## src/rtl/scale_round_ctrl_pkg.sv

```systemverilog
// Shared types and constants for the scale/detect round controller.
package scale_round_ctrl_pkg;

   localparam int ROUND_W       = 5;
   localparam int ADDR_W        = 19;
   localparam int DEF_MAX_ROUND = 17;
   localparam int DEF_TIMEOUT   = 307200;

   typedef enum logic [2:0] {
      ST_IDLE   = 3'd0,
      ST_SCALE  = 3'd1,
      ST_OFFER  = 3'd2,
      ST_DETECT = 3'd3,
      ST_FINISH = 3'd4
   } state_e;

endpackage

```

## src/rtl/round_watchdog.sv

```systemverilog
// Per-round cycle watchdog: counts while enabled, restarts on clear, pulses expired at LIMIT.
module round_watchdog
   import scale_round_ctrl_pkg::*;
#(
   parameter int unsigned LIMIT = DEF_TIMEOUT
) (
   input  logic clk,
   input  logic rst,
   input  logic clear,
   input  logic count,
   output logic expired
);

   localparam logic [ADDR_W-1:0] LAST_CNT = ADDR_W'(LIMIT - 1);

   logic [ADDR_W-1:0] cnt_q;
   logic [ADDR_W-1:0] cnt_d;

   always_comb begin
      cnt_d = cnt_q;
      if (clear) begin
         cnt_d = '0;
      end else if (count) begin
         cnt_d = cnt_q + ADDR_W'(1);
      end
   end

   always_ff @(posedge clk) begin
      if (rst) begin
         cnt_q <= '0;
      end else begin
         cnt_q <= cnt_d;
      end
   end

   // Fires on the LIMIT-th counted cycle since the last clear.
   assign expired = count && (cnt_q == LAST_CNT);

endmodule

```

## src/rtl/scale_round_ctrl.sv

```systemverilog
// Sequences an image pyramid: scales each round, hands it to the detector, and
// advances until last_round, with abort, range checking and a per-round watchdog.
module scale_round_ctrl
   import scale_round_ctrl_pkg::*;
#(
   parameter int unsigned MAX_ROUND = DEF_MAX_ROUND,
   parameter int unsigned TIMEOUT   = DEF_TIMEOUT
) (
   input  logic               clk,
   input  logic               rst,
   input  logic               start,
   input  logic [ROUND_W-1:0] first_round,
   input  logic [ROUND_W-1:0] last_round,
   input  logic               abort,
   output logic               scaler_en,
   output logic [ROUND_W-1:0] round_scale,
   input  logic               scale_done,
   output logic               det_valid,
   input  logic               det_ready,
   input  logic               det_done,
   output logic               busy,
   output logic               pass_done,
   output logic               error
);

   localparam logic [ROUND_W-1:0] MAX_R = ROUND_W'(MAX_ROUND);

   state_e             state_q, state_d;
   logic [ROUND_W-1:0] round_q, round_d;
   logic [ROUND_W-1:0] first_q, first_d;
   logic [ROUND_W-1:0] last_q, last_d;
   logic               error_q, error_d;
   logic               range_ok;
   logic               wd_clear;
   logic               wd_count;
   logic               wd_expired;

   assign range_ok = (first_round <= last_round) && (last_round <= MAX_R);

   always_comb begin
      state_d = state_q;
      round_d = round_q;
      first_d = first_q;
      last_d  = last_q;
      error_d = error_q;
      if (abort) begin
         state_d = ST_IDLE;
      end else begin
         case (state_q)
            ST_IDLE: begin
               if (start) begin
                  if (range_ok) begin
                     first_d = first_round;
                     last_d  = last_round;
                     round_d = first_round;
                     error_d = 1'b0;
                     state_d = ST_SCALE;
                  end else begin
                     error_d = 1'b1;
                  end
               end
            end
            ST_SCALE: begin
               if (wd_expired) begin
                  error_d = 1'b1;
                  state_d = ST_IDLE;
               end else if (scale_done) begin
                  state_d = ST_OFFER;
               end
            end
            ST_OFFER: begin
               if (det_ready) begin
                  state_d = ST_DETECT;
               end
            end
            ST_DETECT: begin
               if (wd_expired) begin
                  error_d = 1'b1;
                  state_d = ST_IDLE;
               end else if (det_done) begin
                  // Out-of-range index also finishes, so round_scale can never pass last_q or wrap.
                  if ((round_q >= last_q) || (round_q < first_q)) begin
                     state_d = ST_FINISH;
                  end else begin
                     round_d = round_q + ROUND_W'(1);
                     state_d = ST_SCALE;
                  end
               end
            end
            ST_FINISH: begin
               state_d = ST_IDLE;
            end
            default: begin
               state_d = ST_IDLE;
            end
         endcase
      end
   end

   always_ff @(posedge clk) begin
      if (rst) begin
         state_q <= ST_IDLE;
         round_q <= '0;
         first_q <= '0;
         last_q  <= '0;
         error_q <= 1'b0;
      end else begin
         state_q <= state_d;
         round_q <= round_d;
         first_q <= first_d;
         last_q  <= last_d;
         error_q <= error_d;
      end
   end

   // Any state change restarts the round budget.
   assign wd_clear = (state_d != state_q);
   assign wd_count = (state_q == ST_SCALE) || (state_q == ST_DETECT);

   round_watchdog #(
      .LIMIT(TIMEOUT)
   ) u_watchdog (
      .clk     (clk),
      .rst     (rst),
      .clear   (wd_clear),
      .count   (wd_count),
      .expired (wd_expired)
   );

   assign busy        = (state_q != ST_IDLE);
   assign scaler_en   = (state_q == ST_SCALE);
   assign det_valid   = (state_q == ST_OFFER);
   assign pass_done   = (state_q == ST_FINISH);
   assign round_scale = busy ? round_q : '0;
   assign error       = error_q;

endmodule

```

## config.mk

```make
export PLATFORM = sky130hd
export DESIGN_NAME = scale_round_ctrl
export DESIGN_NICKNAME = d
export VERILOG_FILES = /design/src/rtl/scale_round_ctrl_pkg.sv /design/src/rtl/round_watchdog.sv /design/src/rtl/scale_round_ctrl.sv
export SDC_FILE = /design/constraint.sdc
export NUM_CORES = 1
export LEC_CHECK = 0
export ABC_CLOCK_PERIOD_IN_PS = 5700
export CAP_MARGIN = 30
export CORE_MARGIN = 2
export CORE_UTILIZATION = 53
export CTS_BUF_LIST = sky130_fd_sc_hd__clkbuf_2 sky130_fd_sc_hd__clkbuf_4 sky130_fd_sc_hd__clkbuf_8
export DETAILED_ROUTE_END_ITERATION = 8
export GPL_TIMING_DRIVEN = 0
export PLACE_DENSITY = 0.73
export SETUP_SLACK_MARGIN = 0.05
export SLEW_MARGIN = 30
export SYNTH_ARGS = -nofsm -noshare
export SYNTH_HDL_FRONTEND = slang
export SYNTH_SLANG_ARGS = --single-unit
```

## constraint.sdc

```tcl
create_clock -name clk -period 5.7 [get_ports clk]
set_input_delay 0.57 -clock clk [delete_from_list [all_inputs] [get_ports clk]]
set_output_delay 0.57 -clock clk [all_outputs]
set_load 0.02 [all_outputs]
```

==> summary.md <==
| Metric | Value |
|---|---|
| Slowest stage delay, CP | between 500 and 600 ps |
| Mapped Cells | roughly 300 |
| Post-route ant nets | 0 |
| Die X | approximately 73 µm |
| GR Util All Layers | 0.2083 |
| CTS tree | done |
| Fill count | 432 |
| Flop2flop setup slack | about 2900 ps |
| Die extent in y | ~73 µm |
| Die area | ~0.0053 mm² |
| CP required | 5870 ps |
| Avg WL per Cell | between 10 and 15 µm |
| Via Count | ~2200 |
| Max IR drop VDD | roughly 90 µV |
| Clock skew | ~8 ps |
| P_leak | 0.001130 µW |
| Area contributors post-synth | dfxtp_1, nand2_1, ha_1, a21oi_1, xnor2_1 |
| Post-route DRC | 0 |
| TritonRoute pass-1 iters | 4 |
| # hold bufs at CTS | 0 |
| CP startpoint kind | input port |
| Share of post-route cells with drive strength above 1 | 0.1195 |
| RSZ-0062 raised after global routing | false |
| Vias/cell | roughly 5.6 |
| I/O Pins | 27 |
| CTS Buf Count | 5 |
| Post-synth EDFFs | 0 |
| Commonest cells after routing, fill and taps aside | nand2_1, dfxtp_1, clkdlybuf4s50_1 |
| Max Slew Vio Count | 0 |
| Post-cts resize count | 0 |
| Fin crit share | 0.5669 |
| Global-route wire length before repair | slightly below 9 mm |
| Initial antenna violation count | 0 |
| NumNets Final | between 300 and 400 |
| Initial Util | 0.5424 |
| Syn nets | between 300 and 400 |
| FMAX | 0.3095 GHz |
| Register area share after synthesis | 0.3029 |
| Routed wire length | ~5.4 mm |
| Gpl congestion | roughly 0.84 |
| Slew headroom | 0.4284 |
| Row Count | 25 |
| Async SR Flop Fraction | 0 |
| Commonest non-fill, non-tap cell in the layout | nand2_1 |
| Most Frequent Cell on Critical Path | a21oi_1 |
| 1st-iter DRT viols | around 150 |
| Status | complete, no violations |
| Critical path type | in2reg |
| Yosys top cell area share | 0.3029 |
| Syn avg cell area | 8.127 µm² |
| Final Setup Violations | 0 |
| Vias in the first global route | 1887 |
| P per Cell Area | 188.0 mW/mm² |
| Min Tclk post-route | 3231 ps |
| Clock buffer depth | 2 |
| Dpl ws | between 2000 and 2500 ps |
| Postcts setup bufs | 0 |
| CTS Sinks | 38 |
| Min-Delay Path Class | reg2reg |
| Unique masters post-synth | between 50 and 60 |
| Total gr overflow | 0 |
| Core area | 0.004629 mm² |
| Critical Path Sink Type | register |
| CP Cell Sequence | clkdlybuf4s50_1 -> inv_1 -> ha_1 -> and4_1 -> a221o_1 -> a221oi_2 -> a21oi_1 -> o31ai_4 -> clkbuf_8 -> a21oi_1 |
| Final Hold Vio Count | 0 |
| Worst EP arrival | ~3400 ps |
| CTS Root Cell | clkbuf_8 |
| Area growth syn-to-layout | 16.84% |
| CTS clk-pin slew, worst paths | ~80 ps |
| Largest net degree at the start of global routing | 12 |
| Cell Area, Synth | between 0.002 and 0.003 mm² |
| Yosys warns | 0 |
| Worst setup margin | 2469 ps |
| Maxcap violations | 0 |
| Worst R2R Path Depth | 8 |
| Post-DP HPWL | a little over 4 mm |
| Worst-Margin Slew | ~850 ps |
| Synth area leader | dfxtp_1 |
| Number of H-tree levels | 2 |
| Hold path depth | 2 |
| Fin Setup TNS | 0 ps |
| Worst skew pair latency | slightly below 300 ps |
| CP max FO | 10 |
| Slowest stage cell, crit path | clkdlybuf4s50_1 |
| Seq cells post-synth | 38 |
| IO buf count | 26 |
| Number of diodes | 0 |
| Top_reg_cell synth | dfxtp_1 |
-- stage by stage --
| step | hold slack, ps | util | std cells | cell area (µm²) | power [µW] |
|---|---|---|---|---|---|
| after global placement | 441.0 | 0.6132 | 389 | 2839 | 359.6 |
| final | 453.2 | 0.6338 | 397 | 2934 | 551.7 |
| after detailed placement | 443.6 | 0.6132 | 389 | 2839 | 361.2 |
| after global routing | 475.7 | 0.6338 | 397 | 2934 | 576.7 |
| after CTS | 454.4 | 0.6338 | 397 | 2934 | 556.6 |
| after floorplan | 431.8 | - | 309 | 2511 | 330.5 |
-- worst paths after layout --
kind,startpoint,endpoint
max,last_round[4],u_watchdog.cnt_q[17]
min,first_q[4],first_q[4]
max reg2reg,state_q[1],u_watchdog.cnt_q[17]
min reg2reg,first_q[4],first_q[4]
-- power breakdown --
part	switching (µW)	internal, µW
registers	4.10	270
clock network	95.1	102
logic	43.0	36.9
total	142	409
-- cell families after synthesis --
kind of cell / after synthesis / share of synthesized area
adders and majority gates: 16 / 0.07972
xor gates and xnor gates: 18 / 0.06278
buffers and inverters: 37 / 0.08121
muxes: 1 / 0.003986
AOI/OAI and AO/OA: 67 / 0.1983
DFF: 38 / 0.3029
and+or+nand+nor: 132 / 0.2711
-- state kept, by name, indices dropped and copies added, names as in the netlist --
register	count
last_q	5
error	1
state_q	3
round_q	5
first_q	5
u_watchdog.cnt_q	19
-- cell type report --
class | count | area (µm²) | share of cell area
buffer | 17 | 128.9 | 0.04392
clock buffer | 7 | 90.09 | 0.03070
clock inverter | 1 | 5.005 | 0.001706
timing repair buffer | 26 | 260.3 | 0.08870
sequential | 38 | 760.7 | 0.2593
tap | 54 | 67.56 | 0.02303
inverter | 20 | 75.07 | 0.02559
multi-input combinational | 234 | 1546 | 0.5271
-- layer usage --
layer,wire (µm),track usage,vias up
li1,-,-,1142
met1,2400,0.2625,1015
met2,2699,0.3525,46
met3,191,0.03867,10
met4,102,0.07819,0
met5,0,0,-
-- synth_stat cells (all sizes together) (2+ instances only) --
cell	instances
a21o	2
dfxtp	38
a2111oi	2
a221oi	2
nor2b	3
ha	16
and2	3
and3	2
nand4b	2
or3	3
nand2b	7
xor2	6
nor3	11
or4	2
nand4	6
a21oi	35
clkbuf	9
nand2	59
nor2	13
and4	2
inv	20
and2b	4
a31oi	5
a211o	3
o21ai	8
buf	8
nand3	8
a221o	3
a32oi	2
xnor2	12
-- critical path, delay by kind of cell --
family | cells | cell delay, ps
AO/OA/AOI/OAI | 5 | 1420
adder cells (fa/ha/maj) | 1 | 280
AND/OR/NAND/NOR | 1 | 220
buffers and inverters | 3 | 910
Power figures use the tool's default switching activity.
